File: src/rtl/gamma_sequencer.sv
// Gamma-cycle sequencer: local reset, timed evaluation window,
// first-spike capture per line and a valid/ready result port.
module gamma_sequencer #(
  parameter int GAMMA_CYCLE_WIDTH = 16,
  parameter int RST_CYCLES = 2,
  parameter int NUM_LINES = 4,
  localparam int TW = $clog2(GAMMA_CYCLE_WIDTH) + 1
) (
  input  logic                    aclk,
  input  logic                    grst,
  input  logic                    start,
  input  logic                    continuous,
  input  logic [NUM_LINES-1:0]    line_in,
  output logic                    gamma_rst,
  output logic                    eval,
  output logic [TW-1:0]           tick,
  output logic                    busy,
  output logic [NUM_LINES*TW-1:0] res_times,
  output logic                    res_valid,
  input  logic                    res_ready,
  output logic                    overrun
);

  localparam int EVAL_LEN = GAMMA_CYCLE_WIDTH - RST_CYCLES;
  localparam logic [TW-1:0] INF = '1;
  localparam logic [TW-1:0] RST_LAST = TW'(RST_CYCLES - 1);
  localparam logic [TW-1:0] EVAL_LAST = TW'(EVAL_LEN - 1);

  typedef enum logic [1:0] {
    S_IDLE,
    S_RST,
    S_EVAL
  } state_t;

  state_t state_q, state_d;
  logic [TW-1:0] cnt_q, cnt_d;

  logic [NUM_LINES-1:0] flag_q;
  logic [NUM_LINES-1:0][TW-1:0] cap_q;
  logic [NUM_LINES-1:0][TW-1:0] cap_now;
  logic [NUM_LINES-1:0] hit;
  logic last;

  assign gamma_rst = (state_q == S_RST);
  assign eval = (state_q == S_EVAL);
  assign busy = (state_q != S_IDLE);
  assign tick = eval ? cnt_q : '0;
  assign last = eval && (cnt_q == EVAL_LAST);

  always_comb begin
    state_d = state_q;
    cnt_d = cnt_q + 1'b1;
    unique case (state_q)
      S_IDLE: begin
        cnt_d = '0;
        if (start || continuous) state_d = S_RST;
      end
      S_RST: begin
        if (cnt_q == RST_LAST) begin
          cnt_d = '0;
          state_d = S_EVAL;
        end
      end
      S_EVAL: begin
        if (cnt_q == EVAL_LAST) begin
          cnt_d = '0;
          state_d = continuous ? S_RST : S_IDLE;
        end
      end
      default: begin
        cnt_d = '0;
        state_d = S_IDLE;
      end
    endcase
  end

  // a hit in the final window cycle must reach the result
  always_comb begin
    for (int i = 0; i < NUM_LINES; i++) begin
      hit[i] = eval && line_in[i] && !flag_q[i];
      cap_now[i] = hit[i] ? cnt_q : cap_q[i];
    end
  end

  always_ff @(posedge aclk) begin
    if (grst) begin
      state_q <= S_IDLE;
      cnt_q <= '0;
      flag_q <= '0;
      cap_q <= '0;
      res_times <= '0;
      res_valid <= 1'b0;
      overrun <= 1'b0;
    end else begin
      state_q <= state_d;
      cnt_q <= cnt_d;
      if (gamma_rst) begin
        flag_q <= '0;
        for (int i = 0; i < NUM_LINES; i++)
          cap_q[i] <= INF;
      end else begin
        for (int i = 0; i < NUM_LINES; i++) begin
          if (hit[i]) begin
            flag_q[i] <= 1'b1;
            cap_q[i] <= cnt_q;
          end
        end
      end
      if (last) begin
        res_times <= cap_now;
        res_valid <= 1'b1;
        if (res_valid && !res_ready) overrun <= 1'b1;
      end else if (res_ready) begin
        res_valid <= 1'b0;
      end
    end
  end

endmodule

File: config.mk
export PLATFORM = sky130hd
export DESIGN_NAME = gamma_sequencer
export DESIGN_NICKNAME = d
export VERILOG_FILES = /design/src/rtl/gamma_sequencer.sv
export SDC_FILE = /design/constraint.sdc
export NUM_CORES = 1
export LEC_CHECK = 0
export CORE_MARGIN = 4
export CORE_UTILIZATION = 38
export DETAILED_ROUTE_END_ITERATION = 8
export MAX_ROUTING_LAYER = met4
export PLACE_DENSITY = 0.65
export SLEW_MARGIN = 30
export SYNTH_ARGS = -nofsm -noshare
export SYNTH_HDL_FRONTEND = slang
export SYNTH_SLANG_ARGS = --single-unit
File: constraint.sdc
create_clock -name aclk -period 2.5 [get_ports aclk]
set_input_delay 0.25 -clock aclk [delete_from_list [all_inputs] [get_ports aclk]]
set_output_delay 0.25 -clock aclk [all_outputs]
set_load 0.02 [all_outputs]
======== Yosys cells after proc, flatten, opt, wreduce, memory -nomap -nowiden ========
Index checks and enable logic that the tools add are counted.
storage, ports and cells
  input port bits ......................... 9
  flip-flop bits (word level) ............. 53
  output and inout bits ................... 30
  word-level logic and storage cells ...... 59
operators by class
  reduce and logical (&&, ||, !) cells .... 22
  muxes and demuxes ....................... 16
  $add $sub $neg .......................... 1
  equality and inequality tests ........... 7
operators by type and width
  operator               number
  $mux W5                7
  $mux W20               1
  $logic_and A1 B1 Y1    10
  $pmux W5 S2            1
  $mux W2                3
  $pmux W2 S3            1
  $add A5 B1 Y5 const B  1
  $eq A5 B1 Y1 const B   1
  $eq A5 B4 Y1 const B   1
  $logic_not A1 Y1       5
  $ne A2 B1 Y1 const B   2
  $reduce_bool A2 Y1     2
  $mux W1                3
  $reduce_and A3 Y1      1
  $eq A2 B1 Y1 const B   1
  $eq A2 B2 Y1 const B   1
  $logic_not A2 Y1       1
  $ne A2 B2 Y1 const B   1
  $reduce_and A2 Y1      1
  $reduce_or A2 Y1       1
  $logic_or A1 B1 Y1     1

======== Logic depth before layout (Yosys ltp) ========
Gate-level depths: netlist of the first run.
  depth after elaboration ................. 5
  mapped depth ............................ 9
  gate-level depth less buffers ........... 6

======== Least setup slack after synthesis of the first run ========
Ideal clock, no wire load.
  path kind ............................... register to register
  from .................................... reg state_q[0]
  to ...................................... reg res_times[10]
  setup time .............................. 0.128 ns
  period minus slack after synthesis ...... 1.725 ns
  required time ........................... 2.372 ns
  setup slack ............................. 0.775 ns
  arrival time ............................ 1.598 ns
  buffers on the path ..................... 1
  cell stages (with the launch flop) ...... 8
  cells stage by stage .................... dfxtp_1 -> inv_1 -> ha_1 -> buf_6 -> nand3b_1 -> mux2_2 -> mux2i_1 -> nor2_1
between the ends
  word-level cells in the longest chain between the ends .. 4
  elaborated cells between the ends (all ways) .. 5
  those cells by class .................... eq/ne (1); mux (1); reduce/logical (3)
RTL lines
  what                              RTL line  text
  start, declared                   35        state_t state_q, state_d;
  start signal, assigned            95        state_q <= state_d;
  $eq A2 B2 Y1 *                    45        assign eval = (state_q == S_EVAL);
  via eval                          15        output logic eval,
  $logic_and A1 B1 Y1 (2 in a row)  80        hit[i] = eval && line_in[i] && !flag_q[i];
  $mux W5                           --
  end signal, assigned              110       res_times <= cap_now;
  end, declared                     18        output logic [NUM_LINES*TW-1:0] res_times,
Mark *: on every way through the listed nets, which the timed path passes. The rest lies on a longest branch.
A chain may end at the register's enable or synchronous reset.

======== Final worst setup path of the first run ========
  from .................................... reg state_q[0]
  to ...................................... out tick[1]
between the ends
  word-level cells in the longest chain between the ends .. 2
RTL lines
  what           RTL line  text
  $eq A2 B2 Y1   45
  $mux W5        47        assign tick = eval ? cnt_q : '0;
  end, declared  16        output logic [TW-1:0] tick,
Every way passes these cells.

==> results of run 1 <==
-- sequential cells by signal, indices dropped and copies added (netlist names) --
register	flops
overrun	1
cap_q	20
cnt_q	5
res_valid	1
res_times	20
state_q	2
flag_q	4
-- cell usage in the layout, fill, tap and decap left out --
cell type	Yosys	routed
xnor2_1	1	1
mux2_2	4	4
nand3_1	2	2
clkinv_1	1	1
a31oi_1	1	1
ha_1	6	5
xor2_1	2	2
a32o_1	1	1
nor2_1	39	39
nand2b_4	1	1
clkbuf_8	0	5
nor2_2	1	1
nor4_4	1	1
nor3_1	5	5
clkinv_4	0	1
inv_1	6	6
dfxtp_1	53	53
mux2i_1	18	18
nand3b_2	2	2
nand3b_1	2	2
bufinv_16	0	1
buf_4	6	4
a21oi_1	25	25
or3_1	1	1
clkbuf_1	4	1
a21oi_2	1	1
buf_12	0	1
a211oi_1	17	17
o21ai_0	1	1
or4b_4	1	1
clkdlybuf4s50_1	0	38
and2_1	4	4
nand4b_4	1	1
ha_2	0	1
-- metal layers --
layer	up-vias	global-route usage, %	wire [um]
met1	697	17.1	2080
li1	802	-	-
met2	27	19.3	1910
met3	2	4.17	152
met5	-	-	0
met4	0	3.57	31
-- synthesized netlist by cell type, types with 2 or more instances --
library cell / count
dfxtp_1: 53
nor2_1: 39
a21oi_1: 25
mux2i_1: 18
a211oi_1: 17
buf_4: 6
ha_1: 6
inv_1: 6
nor3_1: 5
and2_1: 4
clkbuf_1: 4
mux2_2: 4
buf_2: 3
buf_1: 2
buf_6: 2
nand3_1: 2
nand3b_1: 2
nand3b_2: 2
xor2_1: 2
-- worst register-to-register path, cell delays in order (launching register included) --
cell      delay [ps]
dfxtp_1          340
inv_1            110
ha_2             410
nand3b_1         330
mux2_2           370
mux2i_1          130
nor2_1            50
-- stage by stage --
step / setup WS (ps) / util (%) / hold slack (ps)
floorplan: 775 / - / 440
global placement: 429 / 46.5 / 458
detailed placement: 380 / 46.5 / 475
CTS: 26.6 / 48.6 / 495
global route: 152 / 48.6 / 530
finish: 265 / 48.6 / 495
-- power by group --
part | leakage (uW) | internal [uW] | total [uW] | switching (uW)
Sequential | 0.000432 | 968 | 1010 | 40.1
Clock | 0.0000554 | 301 | 575 | 274
Combinational | 0.000567 | 196 | 454 | 258
Total | 0.00105 | 1460 | 2040 | 572
-- kinds of logic after synthesis --
family	share of synthesized area, %
compound gates	13.3
xor+xnor	1.23
fa+ha+maj	3.52
buf+inv	6.16
flops	49.8
mux	10.6
simple gates	15.4
-- final cells by class --
cell class,count,area share (%)
Timing Repair Buffer,43,16.2
Sequential cell,53,39.9
Clock buffer,6,2.73
Clock inverter,2,1.46
Inverter,7,0.988
Tap cell,72,3.39
Multi-Input combinational cell,137,35.4
-- worst paths after layout --
kind	start	to	cells after the start	slack [ps]
worst min-delay path	overrun	overrun	2	500
worst max register to register	state_q[0]	res_times[11]	6	640
worst min register to register	overrun	overrun	2	500
worst max-delay path	state_q[0]	tick[1]	5	260
==> results.md, run 1 <==
* Status: completed
* TritonCTS clock tree: done
* CTS Buf Count at 5
* Slew margin rel. at 64.4%
* Area after DPL at between 2000 and 3000 um2
* Clock sinks at 53
* EDFF count, synth at 0
* Routed wire per std cell at between 10 and 15 um
* CP most frequent cell: inv_1
* Slowest CP cell: clkdlybuf4s50_1
* Highest cell delay on the worst timing path at 610 ps
* Setup crit start kind: register
* H-Tree Level Count at 2
* Die area at between 6000 and 7000 um2
* Worst-margin pin slew at 533 ps
* Fin Clk Skew at about 9.6 ps
* GRT Residual Overflow at 0
* Syn Nets at 229
* Initial antenna violation count at 0
* Iter 0 DRT Violations at 110
* Synth area leaders: dfxtp_1 50%, mux2i_1 8.5%, nor2_1 6.9%, a211oi_1 6.0%, a21oi_1 5.9%
* Fin. Hold Viols at 0
* Synthesized area at 2130 um2
* Crit path max-delay family: buffers and inverters
* Largest net degree at the start of global routing at 51
* Via/cell ratio at 4.78
* Top cell type by total area after synthesis: dfxtp_1
* Required time of the worst setup path at 2250 ps
* Clock-pin slew on the worst setup and hold paths at 90 ps
* Tot Pwr at 2040 uW
* Row Count at 27
* DRT Pass-1 Iters at 4
* Critical path peak fanout at 17
* Worst skew pair latency at 310 ps
* Area delta synth->final at 24.8%
* Post-CTS setup buffers at 0
* Ys async rst share at 0%
* Post-route cell area at roughly 2700 um2
* # hold bufs at CTS at 0
* Max-Cap Viols at 0
* HP Class: reg -> reg
* Finished Layout Cells at 320
* Filler cell count at 551
* Crit path DAT at 1990 ps
* Dpl cells at roughly 310
* Share of the synthesized area in the top cell type at 49.8%
* Final period util at 89.4%
* Post-CTS sizing at 0
* # setup viols final at 0
* Number of diodes at 0
* Synth Area per Inst at approximately 10 um2
* Final net count at 262
* Critical-path cell list: inv_1 -> ha_2 -> inv_1 -> nor2_1 -> clkdlybuf4s50_1
* Mapped Cells at 214
* Starting Density at 38.9%
* DRT Wirelength at 4170 um
* RSZ-0062 raised after global routing: false
* Layout cells sized above 1 at 10.1%
* Via Count at 1528
* Vias in the first global route at 1442
* Dpl hpwl at 2770 um
* Synth Register Bits at 53
* Unique cell type count in the Yosys netlist at 31
* Buf/Inv on CP at 3
* Crit. End Element: primary output
* Fmax at 0.447 GHz
* Max VDD drop at 0.456 mV
* Synth warn at 0
* First-pass GRT wire length at 7140 um
* Clock Tree Root: clkbuf_8
* Storage cell area at 1060 um2
* Pwr dens at approximately 770 nW/um2
* Area of the core at 5470 um2
* Seq/Total Area, Yosys at around half
* Gpl congestion at 0.706
* Slew Viols, Final at 0
* Die Width at 82.9 um
* Setup CP Type: reg -> out
* CTS Buffer Depth at 2
* I/O Pins at 39
* PortBufs at 38
* Minimum clock period at 2240 ps
* GR Util All Layers at 13.0%
* Total Neg Setup Slack at 0 ps
* Lkg Pwr at 0.00105 uW
* Drt drc at 0
* Most used flip-flop cell after synthesis: dfxtp_1
* Area of the multi-input gates at 941 um2
* Die Ht at between 80 and 90 um
* Post-DRT Antenna Nets at 0
Power figures use the tool's default switching activity.
==> run 2, diff against run 1 <==
GPL_TIMING_DRIVEN = 0   (was not set)
==> results.md, run 2 (synthesized netlist as in run 1, its figures left out) <==
* Post-DRT Antenna Nets at 0
* Clock-pin slew on the worst setup and hold paths at 90 ps
* Via/cell ratio at 4.86
* Post-CTS sizing at 0
* I/O Pins at 39
* Dpl cells at 323
* Worst-margin pin slew at roughly 470 ps
* Gpl congestion at 0.743
* Row Count at 27
* Worst skew pair latency at 310 ps
* Fin Clk Skew at 10.1 ps
* Starting Density at 38.9%
* Max VDD drop at 0.463 mV
* Hold endpoint: state_q[1]
* CTS Buffer Depth at 2
* Crit Reg-Reg Startpoint: state_q[0]
* WHS Path Cells at 3
* GR Util All Layers at between 10% and 20%
* Initial antenna violation count at 0
* Die area at 6870 um2
* Area of the core at 5470 um2
* CTS Buf Count at 5
* RSZ-0062 raised after global routing: false
* Min-delay src: grst
* Clock network power share at 29.1%
* Fmax at 0.451 GHz
* Net Switching at 571 uW
* Die Width at 82.9 um
* Commonest non-fill, non-tap cell in the layout: dfxtp_1
* TritonCTS clock tree: done
* Final net count at 273
* Post-CTS setup buffers at 0
* Filler cell count at about 550
* DRT Pass-1 Iters at 4
* Clock sinks at 53
* H-Tree Level Count at 2
* HP Class: in -> reg
* Status: completed
* Clock Tree Root: clkbuf_8
* Sw Share at 27.8%
* Crit. End Element: primary output
* Number of diodes at 0
* # hold bufs at CTS at 0
* Highest-count cells in the layout ignoring fill and taps: 53 x dfxtp_1, 39 x nor2_1, 37 x clkdlybuf4s50_1
* Vias in the first global route at 1584
* Fin. Hold Viols at 0
* Logic gate share of total power at 21.8%
* Worst reg2reg path endpoint: res_times[11]
* Routed wire per std cell at 13.4 um
* Required time of the worst setup path at roughly 2300 ps
* Tot Pwr at ~2100 uW
* Crit path DAT at 1970 ps
* Lkg Pwr at around 0.0011 uW
* Die Ht at ~83 um
* Final Util at 49.5%
* Sequential fraction of design power at roughly half
* Worst reg2reg path depth at 7
* Area delta synth->final at 27.1%
* Slew Viols, Final at 0
* Setup crit start kind: register
* DRT Wirelength at approximately 4400 um
* Largest net degree at the start of global routing at 16
* Final period util at 88.7%
* First-pass GRT wire length at 7750 um
* Largest regs: cap_q: 20 flops, res_times: 20 flops, cnt_q: 5 flops
* Dpl hpwl at about 3200 um
* Setup CP Type: reg -> out
* Cell-internal power at 1480 uW
* Minimum clock period at 2220 ps
* Slew margin rel. at between 60% and 70%
* Layout cells sized above 1 at 11.6%
* Finished Layout Cells at around 330
* Max-Cap Viols at 0
* Via Count at around 1600
* PortBufs at 37
* Iter 0 DRT Violations at 75
* Drt drc at 0
* Critical path peak fanout at 10
* GRT Residual Overflow at 0
* Pwr dens at 758 nW/um2
* R2r setup slk at ~720 ps
* # setup viols final at 0
* Total Neg Setup Slack at 0 ps
run 2: changes by cell type in the layout (fill, tap and decap cells not counted), moves of 2 or more:
| cell | before | now |
|---|---|---|
| clkbuf_1 | 1 | 5 |
| buf_2 | 0 | 3 |
| buf_1 | 0 | 2 |
| buf_4 | 4 | 6 |
| buf_6 | 0 | 2 |
run 2: through the flow:
step | setup WS (ps) | cell area, um2 | hold slack, ps
after floorplan | 775 | 2130 | 440
after global placement | 587 | 2590 | 456
after detailed placement | 594 | 2590 | 463
after CTS | 253 | 2710 | 407
after global routing | 154 | 2710 | 463
final | 284 | 2710 | 416
run 2: cell type report:
class	count	area (um2)	area share, %
plain buffers	17	105	3.88
repair buffers	37	370	13.7
clock inverters	1	30.0	1.11
inverters	7	26.3	0.970
flip-flops and latches	53	1060	39.2
multi-input cells	137	938	34.7
well taps	72	90.1	3.33
clock buffers	7	86.3	3.19
run 2: power groups by stage:
stage               clock [uW]  sequential (uW)  combinational [uW]
CTS                        606             1010                 454
detailed placement           0             1030                 451
finish                     598             1010                 448
floorplan                    0             1020                 334
global route               635             1020                 516
global placement             0             1020                 445
run 2: worst max path at each step:
stage	slack (ps)	endpoint	startpoint	cells past startpoint
5_1_grt	150	tick[3]	state_q[0]	6
3_3_place_gp	590	tick[0]	state_q[0]	6
6_report	280	tick[2]	state_q[0]	6
2_1_floorplan	770	res_times[10]	state_q[0]	7
4_1_cts	250	tick[2]	state_q[0]	6
3_5_place_dp	590	tick[2]	state_q[0]	6
run 2: routing by layer:
layer	vias to the layer above	global-route usage [%]	part of all wire (%)
met4	0	4.90	1.4
met5	-	-	0
met2	28	22.2	48
met1	754	18.4	47
met3	6	2.68	3.6
li1	820	-	-
run 2: worst max-delay path, stage by stage (launching register included):
cell             delay, ps
dfxtp_1                360
inv_1                   80
ha_1                   220
buf_6                  140
buf_4                  160
and2_1                 160
clkdlybuf4s50_1        530
==> run 3, diff against run 2 <==
CAP_MARGIN = 20   (was not set)
==> results of run 3 <==
No change in the layout: final DEF, timing and power equal those of run 2.
